==> src/rtl/bus_arbiter.sv <==
// -----------------------------------------------------------------------------
// bus_arbiter
//
// Round-robin arbiter and data mux for the Argon shared unit bus. Up to UNITS
// requesters each issue one-word transfers tagged with a destination unit ID.
// Requester index i carries unit ID i+1. Transfers are serialised onto one
// registered bus with a valid/ready handshake. A stall watchdog aborts a
// transfer whose destination never accepts it.
//
// Optional feature (compile-time macro): BUS_LOCK_EN
//   Defined   : a granted unit holding i_lock and i_req at completion keeps
//               priority for the next arbitration. Timeouts always rotate.
//   Undefined : i_lock is ignored; the port stays for interface stability.
//
// Ports
//   clk          in   rising-edge clock for all logic
//   rst          in   synchronous active-high reset
//   i_req        in   [UNITS]          per-unit transfer request
//   i_data       in   [UNITS*WORDSIZE] per-unit payload, unit i at i*WORDSIZE
//   i_dest       in   [UNITS*IDW]      per-unit destination ID, same packing
//   i_lock       in   [UNITS]          per-unit bus-hold request
//   o_grant      out  [UNITS]          one-hot owner of the current transfer
//   o_bus_valid  out                   bus word valid
//   o_bus_data   out  [WORDSIZE]       latched payload
//   o_bus_src    out  [IDW]            ID of the granted unit
//   o_bus_dest   out  [IDW]            latched destination ID
//   i_bus_ready  in                    destination accepts the word
//   o_timeout    out                   one-cycle pulse on an aborted transfer
// -----------------------------------------------------------------------------
module bus_arbiter #(
    parameter int WORDSIZE = 16,
    parameter int UNITS    = 5,
    parameter int IDW      = 4,
    parameter int TIMEOUT  = 15
) (
    input  logic                      clk,
    input  logic                      rst,
    input  logic [UNITS-1:0]          i_req,
    input  logic [UNITS*WORDSIZE-1:0] i_data,
    input  logic [UNITS*IDW-1:0]      i_dest,
    input  logic [UNITS-1:0]          i_lock,
    output logic [UNITS-1:0]          o_grant,
    output logic                      o_bus_valid,
    output logic [WORDSIZE-1:0]       o_bus_data,
    output logic [IDW-1:0]            o_bus_src,
    output logic [IDW-1:0]            o_bus_dest,
    input  logic                      i_bus_ready,
    output logic                      o_timeout
);

    localparam int PW = (UNITS > 1) ? $clog2(UNITS) : 1;
    localparam int CW = $clog2(TIMEOUT + 1);

    typedef enum logic {
        IDLE = 1'b0,
        BUSY = 1'b1
    } state_t;

    state_t                state_q, state_d;
    logic [PW-1:0]         ptr_q, ptr_d;
    logic [PW-1:0]         gidx_q, gidx_d;
    logic [CW-1:0]         cnt_q, cnt_d;
    logic [UNITS-1:0]      grant_q, grant_d;
    logic                  valid_q, valid_d;
    logic [WORDSIZE-1:0]   data_q, data_d;
    logic [IDW-1:0]        src_q, src_d;
    logic [IDW-1:0]        dest_q, dest_d;
    logic                  timeout_q, timeout_d;

    // Per-unit views of the packed payload and destination buses.
    logic [WORDSIZE-1:0]   data_arr [UNITS];
    logic [IDW-1:0]        dest_arr [UNITS];

    generate
        for (genvar gi = 0; gi < UNITS; gi++) begin : g_unpack
            assign data_arr[gi] = i_data[gi*WORDSIZE +: WORDSIZE];
            assign dest_arr[gi] = i_dest[gi*IDW +: IDW];
        end
    endgenerate

`ifndef BUS_LOCK_EN
    // Lock requests have no effect in this build.
    logic unused_lock;
    assign unused_lock = ^i_lock;
`endif

    // -------------------------------------------------------------------------
    // Round-robin pick: first requester at or above ptr, wrapping to 0.
    // Scanning the offsets from the far end down lets the nearest offset
    // overwrite the others, so no early exit is needed.
    // -------------------------------------------------------------------------
    logic          sel_found;
    logic [PW-1:0] sel_idx;

    always_comb begin : arb_select
        int t;
        t         = 0;
        sel_found = 1'b0;
        sel_idx   = '0;
        for (int k = UNITS - 1; k >= 0; k--) begin
            t = int'(ptr_q) + k;
            if (t >= UNITS) begin
                t = t - UNITS;
            end
            if (i_req[PW'(t)]) begin
                sel_found = 1'b1;
                sel_idx   = PW'(t);
            end
        end
    end

    // Pointer value after the current owner finishes: owner+1 mod UNITS.
    logic [PW-1:0] next_ptr;
    assign next_ptr = (gidx_q == PW'(UNITS - 1)) ? '0 : gidx_q + PW'(1);

    // -------------------------------------------------------------------------
    // Next-state and output logic
    // -------------------------------------------------------------------------
    always_comb begin : fsm_next
        state_d   = state_q;
        ptr_d     = ptr_q;
        gidx_d    = gidx_q;
        cnt_d     = cnt_q;
        grant_d   = grant_q;
        valid_d   = valid_q;
        data_d    = data_q;
        src_d     = src_q;
        dest_d    = dest_q;
        timeout_d = 1'b0;

        case (state_q)
            IDLE: begin
                if (sel_found) begin
                    grant_d          = '0;
                    grant_d[sel_idx] = 1'b1;
                    valid_d          = 1'b1;
                    data_d           = data_arr[sel_idx];
                    dest_d           = dest_arr[sel_idx];
                    src_d            = IDW'(sel_idx) + IDW'(1);
                    gidx_d           = sel_idx;
                    cnt_d            = '0;
                    state_d          = BUSY;
                end
            end

            BUSY: begin
                // valid is always high in BUSY, so ready alone completes.
                // Ready wins over a watchdog expiry in the same cycle.
                if (i_bus_ready) begin
                    grant_d = '0;
                    valid_d = 1'b0;
                    ptr_d   = next_ptr;
`ifdef BUS_LOCK_EN
                    if (i_lock[gidx_q] && i_req[gidx_q]) begin
                        ptr_d = gidx_q;
                    end
`endif
                    state_d = IDLE;
                end else if (cnt_q == CW'(TIMEOUT - 1)) begin
                    // TIMEOUT-th valid cycle without ready: abort. The pulse
                    // lands on the cycle after, when valid has dropped.
                    grant_d   = '0;
                    valid_d   = 1'b0;
                    ptr_d     = next_ptr;
                    timeout_d = 1'b1;
                    state_d   = IDLE;
                end else begin
                    cnt_d = cnt_q + CW'(1);
                end
            end

            default: begin
                state_d = IDLE;
            end
        endcase
    end

    // -------------------------------------------------------------------------
    // State register
    // -------------------------------------------------------------------------
    always_ff @(posedge clk) begin
        if (rst) begin
            state_q   <= IDLE;
            ptr_q     <= '0;
            gidx_q    <= '0;
            cnt_q     <= '0;
            grant_q   <= '0;
            valid_q   <= 1'b0;
            data_q    <= '0;
            src_q     <= '0;
            dest_q    <= '0;
            timeout_q <= 1'b0;
        end else begin
            state_q   <= state_d;
            ptr_q     <= ptr_d;
            gidx_q    <= gidx_d;
            cnt_q     <= cnt_d;
            grant_q   <= grant_d;
            valid_q   <= valid_d;
            data_q    <= data_d;
            src_q     <= src_d;
            dest_q    <= dest_d;
            timeout_q <= timeout_d;
        end
    end

    assign o_grant     = grant_q;
    assign o_bus_valid = valid_q;
    assign o_bus_data  = data_q;
    assign o_bus_src   = src_q;
    assign o_bus_dest  = dest_q;
    assign o_timeout   = timeout_q;

endmodule
==> config.mk <==
export PLATFORM = sky130hd
export DESIGN_NAME = bus_arbiter
export DESIGN_NICKNAME = d
export VERILOG_FILES = /design/src/rtl/bus_arbiter.sv
export SDC_FILE = /design/constraint.sdc
export NUM_CORES = 1
export LEC_CHECK = 0
export CAP_MARGIN = 20
export CORE_ASPECT_RATIO = 1.2
export CORE_MARGIN = 3
export CORE_UTILIZATION = 40
export CTS_BUF_LIST = sky130_fd_sc_hd__clkbuf_2
export CTS_CLUSTER_DIAMETER = 120
export DETAILED_ROUTE_END_ITERATION = 10
export PLACE_DENSITY_LB_ADDON = 0.3
export RECOVER_POWER = 50
export REMOVE_ABC_BUFFERS = 1
export SYNTH_ARGS = -nofsm -noshare
export SYNTH_HDL_FRONTEND = slang
export SYNTH_SLANG_ARGS = --single-unit
==> constraint.sdc <==
create_clock -name clk -period 4.9 [get_ports clk]
set_input_delay 0.49 -clock clk [delete_from_list [all_inputs] [get_ports clk]]
set_output_delay 0.49 -clock clk [all_outputs]
set_load 0.005 [all_outputs]
==> run summary <==
status - complete, but fails checks
violations in the final reports - max-capacitance violations, max-slew violations
wire length per cell after detailed routing - 20.8 um
Net count, final - 898
Chip Height - 130 um
Worst IR Drop VDD - 364 uV
share of layout cells above drive strength 1 - 0.0764
total of max-cap violations - 1
final hold violations - 0
flops & latches, synth - 42
setup skew after layout - 0.0333 ns
number of pins with negative max-slew slack in the final report - 43
cts-stage hold buffer count - 0
worst-path cell with the longest stage delay - dfxtp_1
number of filler instances in the final layout - 1,168
Most Used Layer, Global Route - met2
endpoint arrival time on the critical path - 4.77 ns
DRC violations left - 0
sequential area share after synthesis - 0.165
CTS Buf Count - 5
Initial Utilization - 0.415
Clock H-tree levels - 2
vias in the first global route - 5,990
M3 GR Usage - 0.0401
Worst Setup Path Type - reg2reg
class of the most critical hold timing path - reg2reg
Synth Warn # - 0
PD cells - 526 nW/um^2
clock tree from TritonCTS - yes
number of DRC markers after the initial detailed-route iteration - 527
global-route wire length before repair - 30,400 um
unrepaired setup endpoints after global routing - no
number of top-level pins - 144
routing usage on met1 - 0.347
final RePlAce weighted congestion - 0.933
number of input and output port buffers inserted - 138
slowest stage delay, CP - 0.83 ns
unique cell type count in the Yosys netlist - 77
dpl hpwl - 13,100 um
met2 track demand over resource in global routing - 0.437
number of nets with antenna violations after routing - 0
transition time at the pin with the least slew margin - 2.10 ns
die footprint - 14,100 sq um
vias per inst - 6.85
remaining global-route overflow - 0
Crit. End Element - flip-flop
Mapped Area - 5100 sq um
maximum number of pins on one net before global-route repair - 45
final setup violation count - 0
most frequently used flop master after synthesis - dfxtp_1
Clk Latency, worst-skew pair - 0.48 ns
average size of a mapped cell - 7.40 sq um
count of vias placed by the detailed router - 6,394
Fmax - 224 MHz
width of the die - 109 um
setup tns final - 0 ns
Area Overhead vs Synth - 29.9%
router iterations before antenna repair - 7
Async S/R FF share, synth - 0
clock edge transition at the registers on the reported setup and hold paths - 0.29 ns
period utilisation layout - 0.913
overall global routing resource usage - 0.264
maximum fanout along the worst path - 42
Synth Instances - 689
post-cts repair resize count - 0
Core Region - 12,300 sq um
Final Routed Wirelength - 19,500 um
Max transition margin - -0.401
CTS Root Buffer Type - clkbuf_2
most common cell after layout, fill and taps aside - clkdlybuf4s50_1
leading cell types in the layout, fill and taps excluded - clkdlybuf4s50_1 (106), o31ai_1 (80), inv_1 (54)
Post-synth EDFFs - 0
largest buffer count on any clock path - 2
cell-by-cell trace of the critical path - inv_1, ha_1, or4bb_1, o211ai_1, a221oi_4, nand2_1, buf_4, or3_1, a31oi_1, a21boi_1, o41ai_2
Pleak - 0.00237 uW
count of standard-cell rows - 44
post-CTS setup repair buffer count - 0
overall power - 3480 uW
antenna violations before repair - 0
data required time of the worst path - 5.20 ns
Critical Path Start Type - flip-flop
total clock sinks - 42
clock period minus final worst setup slack - 4.47 ns
## flip-flops by register name, indices dropped and copies added, names as in the netlist
signal	flops
cnt_q	4
o_bus_dest	4
o_timeout	1
o_bus_src	4
gidx_q	3
o_bus_valid	1
o_bus_data	16
state_q	1
o_grant	5
ptr_q	3
## worst max-delay path: cells and delay by family, from the launching register on
kind                     cells  cell delay, ns
AO/OA/AOI/OAI                5            1.57
buffers and inverters        2            0.60
AND/OR/NAND/NOR              3            0.73
adder cells (fa/ha/maj)      1            0.58
flip-flops                   1            0.83
## final timing paths
| check | slack [ns] | from | endpoint | cells past startpoint |
|---|---|---|---|---|
| min reg2reg | 0.48 | o_bus_src[0] | o_bus_src[0] | 2 |
| min | 0.48 | o_bus_src[0] | o_bus_src[0] | 2 |
| max | 0.43 | ptr_q[2] | o_bus_src[1] | 11 |
| max reg2reg | 0.43 | ptr_q[2] | o_bus_src[1] | 11 |
## layout make-up
class	instances	area [sq um]	area share
Multi-Input combinational cell	500	3730	0.564
Tap cell	161	201	0.0304
Clock buffer	5	25.0	0.00378
Sequential cell	42	841	0.127
Timing Repair Buffer	166	1590	0.240
Inverter	56	210	0.0317
Clock inverter	3	23.8	0.00359
Antenna cell	1	2.50	0.000378
## stage by stage
| step | utilization | hold WS, ns | setup slack (ns) | std cells | cell area [sq um] |
|---|---|---|---|---|---|
| 2_1_floorplan | - | 0.443 | -3.08 | 598 | 4700 |
| 3_3_place_gp | 0.536 | 0.451 | 0.707 | 925 | 6580 |
| 3_5_place_dp | 0.536 | 0.454 | 0.575 | 925 | 6580 |
| 4_1_cts | 0.540 | 0.483 | 0.523 | 933 | 6630 |
| 5_1_grt | 0.539 | 0.508 | 0.156 | 933 | 6620 |
| 6_report | 0.540 | 0.476 | 0.428 | 934 | 6630 |
## power breakdown
group | switching, uW | internal [uW] | total, uW
sequential | 76.8 | 453 | 529
clock | 157 | 36.7 | 193
combinational | 1750 | 1010 | 2760
total | 1980 | 1500 | 3480
## kinds of logic after synthesis
| logic type | Yosys count | synth area share |
|---|---|---|
| compound gates | 355 | 0.525 |
| xor+xnor | 5 | 0.00859 |
| fa+ha+maj | 14 | 0.0358 |
| buf+inv | 147 | 0.120 |
| flops | 42 | 0.165 |
| mux | 7 | 0.0186 |
| simple gates | 119 | 0.127 |
## cells in the mapped netlist, types with 4 or more instances
master / number / area [sq um]
nand4_1: 8 / 50.1
inv_1: 54 / 203
buf_2: 17 / 85.1
o21a_1: 4 / 30.0
nor3_1: 11 / 55.1
mux2i_1: 5 / 50.1
nor2b_1: 5 / 31.3
o22ai_1: 22 / 138
o31ai_1: 80 / 601
nor2_1: 23 / 86.3
o211ai_1: 47 / 353
nand2b_1: 12 / 75.1
clkbuf_1: 65 / 244
nand3_1: 8 / 40.0
a21oi_1: 38 / 190
buf_4: 4 / 30.0
o21bai_1: 22 / 165
nand2_1: 22 / 82.6
o21ai_1: 6 / 30.0
a211oi_1: 7 / 52.6
a31oi_1: 25 / 156
o2111ai_1: 22 / 193
dfxtp_1: 42 / 841
nor4_1: 5 / 31.3
o21ai_0: 6 / 30.0
a311oi_1: 40 / 350
ha_1: 13 / 163
## layer usage
layer | up-vias | share of wire
li1 | 2900 | -
met1 | 3006 | 0.40
met2 | 447 | 0.48
met3 | 41 | 0.10
met4 | 0 | 0.020
met5 | - | 0
(Power assumes the default switching activity.)
==> patch 1 (config.mk and constraints unchanged) <==
Register the output `o_timeout` once more; this adds one clock of latency there. The other outputs are not delayed to match. Comments in the files are not updated.
--- a/src/rtl/bus_arbiter.sv
+++ b/src/rtl/bus_arbiter.sv
@@ -209,6 +209,8 @@
     assign o_bus_data  = data_q;
     assign o_bus_src   = src_q;
     assign o_bus_dest  = dest_q;
-    assign o_timeout   = timeout_q;
+    always_ff @(posedge clk) begin
+        o_timeout <= timeout_q;
+    end
 
 endmodule
Function: changed (Yosys sat finds a counterexample within 4 cycles, from zero or initial values and one cycle with rst high).
==> patch 1 against the original RTL <==
  * The flow still finishes with violations (max-capacitance violations, max-slew violations)
  * Cell area increased by 0.98%
  * Final cell count increased by 0.32%
  * Utilization increased by 0.29 points
  * Sequential cell count increased by 1
  * Synthesized area increased by 0.39%
  * Setup slack improved by 0.023 ns
  * Power increased by 1.5%
  * Via count increased by 0.75%
  * Global-route usage decreased by 0.066 points
  * Wire length about the same
  * Maximum frequency increased by 0.51%
  * Largest power group unchanged
==> patch 1: results (changes against the original RTL) <==
----------------------------------------------------
[STA]
  Worst slew slack as a fraction of its limit ... -32.1% (+8.1 points)
  Final-report max-slew violation count ... 43 (unchanged)
  Clock Skews ... 0.0305 ns (-0.00276 ns)
  Worst-case hold slack ... 0.352 ns (-0.125 ns)

[Pwr]
  Power share of the clock group ... 5.0% (-0.5 points)
  Leak ... 2.40 nW (+1.4%)
  Total net switching power ... 1.98 mW (about the same)
  Final Power ... 3.53 mW (+1.5%)
  Worst vdd ir ... 0.293 mV (-20%)
  Proportion of power drawn by combinational gates ... 79.6% (+0.4 points)

[Finish]
  Share of final-layout standard cells stronger than drive strength 1 ... 7.99% (+0.35 points)
  Final std cells w/o fill ... 937 (+0.32%)
  Antenna diode instance count ... 0 (-1)
  Filler instances ... 1187 (+1.6%)
  Number of nets in the finished design ... 902 (+0.45%)

[Worst hold path]
  Worst hold path startpoint ... timeout_q$_SDFF_PP0_
  Cell depth of the worst hold path ... 0 (-2)
  Terminating pin of the worst hold path ... o_timeout$_DFF_P_

[Global route]
  Vias in the first global route ... 6196 (+3.4%)
  Global routing usage summed across all routing layers ... 26.3% (-0.066 points)
  Met3 track demand over resource ... 4.55% (+0.54 points)
  Global-route wire length before repair ... 30700 um (+0.70%)

[Run status]
  Failing checks ... max-capacitance violations, max-slew violations
  Status ... finished with violations

[Place]
  Placed cell count ... 929 (+0.43%)
  HPWL after detailed placement ... 13500 um (+3.4%)
  Final Wtd Congestion ... 0.918 (-1.6%)

[Yosys]
  Proportion of synthesized chip area in sequential cells ... 16.8% (+0.33 points)
  Commonest cells in the netlist ... 80 x sky130_fd_sc_hd__o31ai_1, 65 x sky130_fd_sc_hd__clkbuf_1, 54 x sky130_fd_sc_hd__inv_1
  Cell types with the largest area share after synthesis ... sky130_fd_sc_hd__dfxtp_1 17%, sky130_fd_sc_hd__o31ai_1 12%, sky130_fd_sc_hd__o211ai_1 6.9%
  Syn Area/Cell ... 7.42 um^2 (+0.25%)

[Critical path]
  Data arrival at the endpoint of the critical path ... 4.85 ns (+0.08 ns)
  FF-to-FF path depth ... 12 (+1)
  Worst-path fanout max ... 18 (-57%)
  Capture instance of the worst register-to-register path ... o_bus_data[1]$_SDFFE_PP0P_
  Setup slack of the most critical reg-to-reg path ... 0.45 ns (+0.02 ns)

[Run]
  Max-cap violations ... 1 (unchanged)

[Route]
  Final Routed Wirelength ... 19500 um (about the same)
  Detailed-routing iteration count for the pre-antenna-repair pass ... 5 (-2)
  Number of vias after detailed routing ... 6442 (+0.75%)
  Detailed router's first-iteration violation count ... 584 (+11%)

[CTS]
  CTS Buffer Depth ... 2 (unchanged)

----------------------------------------------------
-- patch 1: changes by cell type after synthesis, sizes merged --
cell   before  now
dfxtp      42   43
-- patch 1: worst max path at each step --
stage | startpoint | end | slack, ns | cells past startpoint
floorplan | ptr_q[0]$_SDFFE_PP0P_ | o_bus_data[0]$_SDFFE_PP0P_ | -3.08 | 12
global placement | ptr_q[2]$_SDFFE_PP0P_ | o_bus_data[4]$_SDFFE_PP0P_ | 0.68 | 12
detailed placement | ptr_q[2]$_SDFFE_PP0P_ | o_bus_data[1]$_SDFFE_PP0P_ | 0.54 | 12
CTS | ptr_q[2]$_SDFFE_PP0P_ | o_bus_data[1]$_SDFFE_PP0P_ | 0.49 | 12
global route | ptr_q[2]$_SDFFE_PP0P_ | o_bus_data[9]$_SDFFE_PP0P_ | 0.15 | 12
finish | ptr_q[2]$_SDFFE_PP0P_ | o_bus_data[1]$_SDFFE_PP0P_ | 0.45 | 12
-- patch 1: worst max-delay path, cell delays in order (launching register included) --
cell	delay, ns
sky130_fd_sc_hd__dfxtp_1	0.83
sky130_fd_sc_hd__inv_1	0.30
sky130_fd_sc_hd__ha_1	0.57
sky130_fd_sc_hd__or4bb_1	0.18
sky130_fd_sc_hd__o211ai_1	0.13
sky130_fd_sc_hd__a221oi_4	0.45
sky130_fd_sc_hd__nand2_1	0.18
sky130_fd_sc_hd__buf_4	0.22
sky130_fd_sc_hd__or3_1	0.57
sky130_fd_sc_hd__buf_4	0.30
sky130_fd_sc_hd__a311oi_1	0.31
sky130_fd_sc_hd__o2111ai_1	0.18
sky130_fd_sc_hd__a31oi_1	0.19
-- patch 1: final cells by class --
cell class / instances / share of cell area [%]
Clock inverter: 3 / 0.355
Timing Repair Buffer: 169 / 24.4
Sequential cell: 43 / 12.9
Tap cell: 161 / 3.01
Clock buffer: 5 / 0.374
Multi-Input combinational cell: 500 / 55.8
Inverter: 56 / 3.14
-- patch 1: metrics by stage --
step	cell area, um^2	utilization (%)	setup slack (ns)
3_5_place_dp	6650	53.9	0.538
5_1_grt	6690	54.3	0.154
6_report	6690	54.3	0.451
4_1_cts	6690	54.3	0.489
2_1_floorplan	4720	-	-3.08
3_3_place_gp	6650	53.9	0.679
-- patch 1: routing by layer --
metal  routed length [um]  part of all wire (%)  up-vias
li1                     -                     -     2910
met1                 7740                    40     3054
met2                 9450                    48      418
met3                 1810                   9.3       60
met4                  486                   2.5        0
met5                    0                     0        -
-- patch 1: kinds of logic after synthesis --
logic type | count (synthesis) | synth area share (%)
and+or+nand+nor | 119 | 12.7
DFF | 43 | 16.8
buffers and inverters | 147 | 11.9
adders and majority gates | 14 | 3.57
xor gates and xnor gates | 5 | 0.855
AOI/OAI and AO/OA | 355 | 52.3
muxes | 7 | 1.86
==> patch 2 (same flow settings) <==
Without the edit above. Change the parameter `WORDSIZE` from 16 to 32.
--- a/src/rtl/bus_arbiter.sv
+++ b/src/rtl/bus_arbiter.sv
@@ -28,7 +28,7 @@
 //   o_timeout    out                   one-cycle pulse on an aborted transfer
 // -----------------------------------------------------------------------------
 module bus_arbiter #(
-    parameter int WORDSIZE = 16,
+    parameter int WORDSIZE = 32,
     parameter int UNITS    = 5,
     parameter int IDW      = 4,
     parameter int TIMEOUT  = 15
Ports: changed (resized i_data and o_bus_data); port bits go from 144 to 240. The function was not compared with the original's and may differ.
==> patch 2 against the original RTL <==
  * Setup slack gained 0.11 ns
  * Cell area grew 5.2%
  * Largest cell class unchanged
  * Synthesized area shrank 14%
  * Power shrank 23%
  * Wire length shrank 2.6%
  * Synthesized cell count shrank 19%
  * Sequential share of layout area grew 4.0 points
  * Maximum frequency grew 2.4%
  * First-iteration DRC count shrank 16%
  * Highest routed layer unchanged
  * Sequential cell count grew 16
==> patch 2: results (changes against the original RTL) <==
----------------------------------------------------
[Yosys]
  Yosys cell types ... 66 (-14%)

[Pwr]
  Worst vdd ir ... 0.183 mV (-50%)
  Leak ... 2.84 nW (+20%)

[Finish]
  Sequential cell count ... 58 (+38%)
  Share of final-layout standard cells stronger than drive strength 1 ... 7.54% (-0.098 points)
  Clock Network Area Fraction ... 1.20% (+0.47 points)
  Filler instances ... 927 (-21%)
  Fraction of standard cell area in multi-input logic ... 43.3% (-13 points)
  Final-layout non-clock buffer area share ... 35.8% (+12 points)
  Final core utilization ... 65.6% (+12 points)

[Route]
  Final Routed Wirelength ... 19000 um (-2.6%)
  Detailed-routing iteration count for the pre-antenna-repair pass ... 6 (-1)

[Worst hold path]
  Terminating pin of the worst hold path ... o_grant[4]$_SDFFE_PP0P_
  Worst hold path startpoint ... o_grant[4]$_SDFFE_PP0P_

[Global route]
  Global-route wire length before repair ... 29200 um (-4.1%)
  Initial antenna violation count ... 1 (+1)

[CTS]
  Clock insertion delay at the later pin of the skew report ... 0.52 ns (+0.04 ns)
  Clock buffer count from CTS ... 9 (+4)

[Run status]
  Status ... finished, final reports clean

[Critical path]
  Setup slack of the most critical reg-to-reg path ... 0.53 ns (+0.11 ns)
  Worst-path fanout max ... 37 (-12%)
  Capture instance of the worst register-to-register path ... o_bus_dest[0]$_SDFFE_PP0P_
  Reg2reg start ... ptr_q[0]$_SDFFE_PP0P_

[STA]
  Worst-case hold slack ... 0.476 ns (-0.000764 ns)

[Place]
  Placed cell count ... 895 (-3.2%)
  Pre-CTS setup slack ... 0.639 ns (+0.0634 ns)

----------------------------------------------------
-- patch 2: layer usage --
metal	global-route usage, %	wire, um	up-vias	share of wire (%)
li1	-	-	2582	-
met1	35.9	7060	2572	37
met2	52.0	9420	302	50
met3	8.89	1830	42	9.7
met4	11.7	650	0	3.4
met5	0	0	-	0
-- patch 2: logic make-up (layout without fill, tap and decap cells) --
logic type / after synthesis / count (layout) / synth area share [%]
XOR/XNOR: 9 / 9 / 1.80
buffers and inverters: 55 / 280 / 5.63
adder cells (fa/ha/maj): 14 / 14 / 4.17
flip-flops: 58 / 58 / 26.5
AO/OA/AOI/OAI: 192 / 192 / 33.9
multiplexers: 6 / 6 / 1.94
AND/OR/NAND/NOR: 223 / 223 / 26.1
other: 0 / 2 / 0
-- patch 2: where the power goes --
group	leakage, nW	total (mW)	internal [mW]	switching, mW
registers	0.477	0.679	0.607	0.0720
logic	2.31	1.74	0.782	0.957
clock network	0.0551	0.264	0.0642	0.200
total	2.84	2.68	1.45	1.23
